### config.mk
export PLATFORM = sky130hd
export DESIGN_NAME = inst_fetch_ctrl
export DESIGN_NICKNAME = d
export VERILOG_FILES = /design/src/rtl/inst_fetch_ctrl_pkg.sv /design/src/rtl/inst_fetch_ctrl_fifo.sv /design/src/rtl/inst_fetch_ctrl.sv
export SDC_FILE = /design/constraint.sdc
export NUM_CORES = 1
export LEC_CHECK = 0
export ABC_AREA = 0
export CAP_MARGIN = 10
export CORE_UTILIZATION = 40
export DETAILED_ROUTE_END_ITERATION = 7
export MAX_ROUTING_LAYER = met4
export PLACE_DENSITY = 0.81
export SYNTH_ARGS = -nofsm -noshare
export SYNTH_HDL_FRONTEND = slang
export SYNTH_SLANG_ARGS = --single-unit
### constraint.sdc
create_clock -name clk -period 4.37 [get_ports clk]
set_input_delay 0.6555 -clock clk [delete_from_list [all_inputs] [get_ports clk]]
set_output_delay 0.6555 -clock clk [all_outputs]
set_load 0.005 [all_outputs]
### src/rtl/inst_fetch_ctrl_pkg.sv
// Shared types and constants for the instruction fetch sequencer.
// Pure declarations: no latency, no backpressure.
package inst_fetch_ctrl_pkg;

  localparam int unsigned INST_BYTES       = 4;
  localparam logic [31:0] RESET_PC_DEFAULT = 32'h0000_0000;
  localparam logic [31:0] NOP_WORD         = 32'h0000_0000;

  typedef struct packed {
    logic [31:0] pc;
    logic [31:0] inst;
  } fetch_entry_t;

  localparam fetch_entry_t EMPTY_ENTRY = '{pc: 32'h0000_0000, inst: NOP_WORD};

  function automatic logic [31:0] word_align(input logic [31:0] addr);
    return {addr[31:2], 2'b00};
  endfunction

endpackage

### src/rtl/inst_fetch_ctrl_fifo.sv
// Fetch buffer: DEPTH-entry FIFO of {pc, inst}; pushed entry visible at head after one edge.
// Caller must not push when full or pop when empty; flush drops everything in one edge.
module inst_fetch_ctrl_fifo
  import inst_fetch_ctrl_pkg::*;
#(
  parameter int unsigned DEPTH = 2
) (
  input  logic         clk,
  input  logic         rst,
  input  logic         push,
  input  fetch_entry_t push_entry,
  input  logic         pop,
  input  logic         flush,
  output logic [$clog2(DEPTH):0] count,
  output logic         full,
  output fetch_entry_t head
);

  localparam int AW = $clog2(DEPTH);
  localparam int CW = AW + 1;
  localparam logic [AW-1:0] PTR_ONE = 1;
  localparam logic [CW-1:0] CNT_ONE = 1;

  fetch_entry_t  mem [DEPTH];
  logic [AW-1:0] wr_ptr;
  logic [AW-1:0] rd_ptr;

  always_ff @(posedge clk or posedge rst) begin
    if (rst) begin
      wr_ptr <= '0;
      rd_ptr <= '0;
      count  <= '0;
    end else if (flush) begin
      wr_ptr <= '0;
      rd_ptr <= '0;
      count  <= '0;
    end else begin
      if (push) wr_ptr <= wr_ptr + PTR_ONE;
      if (pop)  rd_ptr <= rd_ptr + PTR_ONE;
      unique case ({push, pop})
        2'b10:   count <= count + CNT_ONE;
        2'b01:   count <= count - CNT_ONE;
        default: count <= count;
      endcase
    end
  end

  // Storage needs no reset: the head is masked whenever the FIFO is empty.
  always_ff @(posedge clk) begin
    if (push && !flush) mem[wr_ptr] <= push_entry;
  end

  assign full = (count == CW'(DEPTH));
  assign head = (count != '0) ? mem[rd_ptr] : EMPTY_ENTRY;

endmodule

### src/rtl/inst_fetch_ctrl.sv
// Fetch sequencer: owns PC, reads imem combinationally, buffers words for decode; 1-cycle fetch-to-out latency.
// Fetch stalls while the buffer is full, during a redirect, or once the PC leaves memory.
module inst_fetch_ctrl
  import inst_fetch_ctrl_pkg::*;
#(
  parameter logic [31:0] RESET_PC  = RESET_PC_DEFAULT,
  parameter int unsigned MEM_WORDS = 1024,
  parameter int unsigned DEPTH     = 2
) (
  input  logic        clk,
  input  logic        rst,
  output logic        inst_ce,
  output logic [31:0] inst_addr,
  input  logic [31:0] inst_data,
  output logic        out_valid,
  input  logic        out_ready,
  output logic [31:0] out_inst,
  output logic [31:0] out_pc,
  input  logic        redirect_valid,
  input  logic [31:0] redirect_pc,
  output logic        align_err,
  output logic        range_err
);

  localparam logic [31:0] PC_LIMIT = 32'(MEM_WORDS * INST_BYTES);
  localparam logic [31:0] PC_STEP  = 32'(INST_BYTES);

  logic [31:0]           pc;
  logic [31:0]           pc_nxt;
  logic                  pc_in_range;
  logic                  pop;
  logic [$clog2(DEPTH):0] fifo_count;
  logic                  fifo_full;
  fetch_entry_t          fifo_head;
  fetch_entry_t          push_entry;

  assign pc_in_range = (pc < PC_LIMIT);
  // Gated by rst so the enable drops immediately on an asynchronous reset.
  assign inst_ce     = !rst && !fifo_full && !redirect_valid && pc_in_range;
  assign inst_addr   = pc;
  assign out_valid   = (fifo_count != '0);
  assign pop         = out_valid && out_ready;
  assign push_entry  = '{pc: pc, inst: inst_data};

  always_comb begin
    pc_nxt = pc;
    if (redirect_valid) pc_nxt = word_align(redirect_pc);
    else if (inst_ce)   pc_nxt = pc + PC_STEP;
  end

  always_ff @(posedge clk or posedge rst) begin
    if (rst) begin
      pc        <= RESET_PC;
      align_err <= 1'b0;
      range_err <= 1'b0;
    end else begin
      pc <= pc_nxt;
      if (redirect_valid && (redirect_pc[1:0] != 2'b00)) align_err <= 1'b1;
      if (pc_nxt >= PC_LIMIT) range_err <= 1'b1;
    end
  end

  inst_fetch_ctrl_fifo #(
    .DEPTH(DEPTH)
  ) u_fifo (
    .clk       (clk),
    .rst       (rst),
    .push      (inst_ce),
    .push_entry(push_entry),
    .pop       (pop),
    .flush     (redirect_valid),
    .count     (fifo_count),
    .full      (fifo_full),
    .head      (fifo_head)
  );

  assign out_inst = fifo_head.inst;
  assign out_pc   = fifo_head.pc;

endmodule

==> results.sh <==
export IMPL_clock_path_buffers=2
export IMPL_wire_per_inst_um=18.1
export IMPL_p_per_area_nw_per_um2=384
export IMPL_critPathTopFamily="buffers and inverters"
export IMPL_gr_total_overflow=0
export IMPL_hold_violations=0
export IMPL_hold_end="align_err$_DFFE_PP0P_"
export IMPL_ctsResizeCount=0
export IMPL_antenna_found_initial=0
export IMPL_post_route_period_util_pct=77.5
export IMPL_hold_depth=1
export IMPL_period_needed_ps=3390
export IMPL_syn_to_final_growth_pct=37.1
export IMPL_rsz0062_at_grt="no"
export IMPL_max_freq_mhz=295
export IMPL_rrSetupSlack_ps=1550
export IMPL_core_area_um2=16600
export IMPL_yosys_warnings=0
export IMPL_drc=0
export IMPL_insertion_delay_ps=420
export IMPL_track_usage_pct=18.9
export IMPL_cellLeakagePower_nw=3.07
export IMPL_grt_pass1_vias=4491
export IMPL_skew_ps=8.46
export IMPL_routed_wl_mm=15.5
export IMPL_synth_enable_flop_cells=128
export IMPL_crit_slowest_cell="clkdlybuf4s50_1"
export IMPL_htreeDepth=4
export IMPL_cts_root_buf="clkbuf_16"
export IMPL_viasPerCell=5.17
export IMPL_synth_nets=527
export IMPL_fin_ws_ps=981
export IMPL_drv_slew=0
export IMPL_slew_headroom_pct=24.0
export IMPL_worstHoldStart="align_err$_DFFE_PP0P_"
export IMPL_grt_max_degree=66
export IMPL_grt_pass1_wl_mm=24.4
export IMPL_syn_inst=458
export IMPL_place_ws_ps=984
export IMPL_r2r_end="u_fifo.mem[1][36]$_DFFE_PP_"
export IMPL_fin_tns_setup_ps=0
export IMPL_die_width_um=133
export IMPL_port_buffers=167
export IMPL_ctsHoldBuffers=0
export IMPL_io_pins=168
export IMPL_fp_dieH_um=133
export IMPL_synth_main_ff_cell="edfxtp_1"
export IMPL_layout_drive_gt1_share_pct=11.0
export IMPL_postCtsSetupRepairBufs=0
export IMPL_peakVddDrop_uv=257
export IMPL_drt_iter0_drc=289
export IMPL_dieArea_um2=17600
export IMPL_hold_path_class="reg2reg"
export IMPL_status="finished, final reports clean"
export IMPL_syn_area_per_cell_um2=14.9
export IMPL_yosysUniqueCellTypes=46
export IMPL_reg2reg_depth=5
export IMPL_ys_seq_elements=166
export IMPL_startpoint_type="input port"
export IMPL_slowest_delay_ps=560
export IMPL_synthArstFlopShare_pct=22.9
export IMPL_yosysSeqAreaShare_pct=70.3
export IMPL_timing_rr_start="inst_addr[19]$_DFF_PP0_"
export IMPL_cts_tree="yes"
export IMPL_num_rows=47
export IMPL_path_common_cell="clkdlybuf4s50_1"
export IMPL_synthesis_area_um2=6820
export IMPL_clk_pin_slew_worst_paths_ps=70
export IMPL_detail_route_antenna_nets=0
export IMPL_path_max_fanout=12
export IMPL_antenna_cells=0
export IMPL_path_cells="clkdlybuf4s50_1, nor3_1, and3_1, nand3_4, inv_2, clkdlybuf4s50_1"
export IMPL_nets=694
export IMPL_worst_slew_pin_slew_ps=1140
export IMPL_fin_util_pct=56.2
export IMPL_cts_sinks=166
export IMPL_endpoint_kind="primary output"
export IMPL_setup_viol=0
export IMPL_cts_buffers=17
export IMPL_drv_cap=0
export IMPL_cp_required_ps=3710
export IMPL_vias=4439
export IMPL_fill_cells=1333
export IMPL_dp_hpwl_mm=10.4
export IMPL_crit_type="in2out"
export IMPL_dr_pass1_iters=5
export IMPL_path_buf_inv=3
export IMPL_gp_congestion=0.842
export IMPL_start_util_pct=41.0
export IMPL_cp_arrival_ps=2730
-- worst max-delay path by stage --
stage,from,endpoint,cells after the start
finish,rst,inst_ce,6
global route,rst,inst_ce,6
CTS,rst,inst_ce,6
detailed placement,rst,u_fifo.mem[1][22]$_DFFE_PP_,6
global placement,rst,inst_ce,6
floorplan,inst_addr[25]$_DFF_PP0_,u_fifo.mem[0][0]$_DFFE_PP_,5
-- state kept, by name, summed over array words and instances (netlist names) --
signal	cells
align_err	1
inst_addr	32
range_err	1
u_fifo.wr_ptr	1
u_fifo.mem	128
u_fifo.rd_ptr	1
u_fifo.count	2
-- cell type report --
type	instances	area, um^2	area share (%)
flip-flops and latches	166	4800	51.3
multi-input cells	263	1920	20.5
repair buffers	171	1710	18.3
clock buffers	21	503	5.37
well taps	220	275	2.94
clock inverters	11	130	1.39
inverters	6	22.5	0.241
-- synthesized netlist by cell type, types with 2 or more instances --
| cell type | number | area [um^2] |
|---|---|---|
| o311ai_1 | 3 | 26.3 |
| buf_1 | 7 | 26.3 |
| nand2_1 | 6 | 22.5 |
| and3_1 | 3 | 18.8 |
| and4_2 | 2 | 20.0 |
| mux2_2 | 19 | 214 |
| o31ai_1 | 6 | 45.0 |
| a31oi_1 | 2 | 12.5 |
| nor4_1 | 6 | 37.5 |
| a221o_1 | 2 | 20.0 |
| nor2b_1 | 7 | 43.8 |
| clkbuf_1 | 7 | 26.3 |
| nand4_1 | 15 | 93.8 |
| buf_2 | 8 | 40.0 |
| and2_1 | 3 | 18.8 |
| dfrtp_1 | 38 | 951 |
| nand2b_1 | 4 | 25.0 |
| a21oi_1 | 2 | 10.0 |
| edfxtp_1 | 128 | 3840 |
| nor4_4 | 3 | 63.8 |
| nor3b_1 | 3 | 22.5 |
| nor2_1 | 73 | 274 |
| inv_1 | 5 | 18.8 |
| mux2i_1 | 65 | 651 |
| a22oi_1 | 4 | 30.0 |
| o21ai_0 | 4 | 20.0 |
| nor3_1 | 6 | 30.0 |
| nand3_1 | 9 | 45.0 |
-- power by group --
part,switching [mW],internal (mW),total [mW]
combinational,0.0866,0.141,0.227
clock,0.619,0.950,1.57
sequential,0.0617,1.74,1.80
total,0.767,2.83,3.60
-- cell families after synthesis --
logic type,count (synthesis),share of synthesized area (%)
AO/OA/AOI/OAI,30,3.39
XOR/XNOR,1,0.128
adder cells (fa/ha/maj),1,0.183
buffers and inverters,29,1.85
flip-flops,166,70.3
multiplexers,85,12.8
AND/OR/NAND/NOR,146,11.3
-- metrics by stage --
stage          power (mW)  area, um^2  hold WS [ps]  std cells
5_1_grt              3.71        9360           526        858
3_3_place_gp         2.05        8730           453        826
3_5_place_dp         2.06        8730           480        826
6_report             3.60        9360           498        858
4_1_cts              3.62        9360           502        858
2_1_floorplan        1.89        6830           459        458
-- placed cells by master (no fill, tap or decap), drive strengths merged, types with 2 or more instances in the layout --
cell and count:
clkdlybuf4s50 166, edfxtp 128, nor2 73, mux2i 65, dfrtp 38, clkbuf 21
mux2 20, nand4 15, nand3 11, inv 11, nor4 9, nor2b 7
nor3 6, nand2 6, o31ai 6, buf 5, nand2b 4, o21ai 4
a22oi 4, and3 3, o311ai 3, nor3b 3, and2 3, and4 3
a31oi 3, a21oi 2, a221o 2, bufinv 2, clkinvlp 2, clkinv 2
-- layer usage --
metal,global-route usage (%),part of all wire (%),vias to the layer above
met5,-,0,-
met4,6.26,1.3,0
met3,4.37,5.1,16
met2,31.1,52,151
met1,23.1,42,2198
li1,-,-,2074
(Power assumes the default switching activity.)
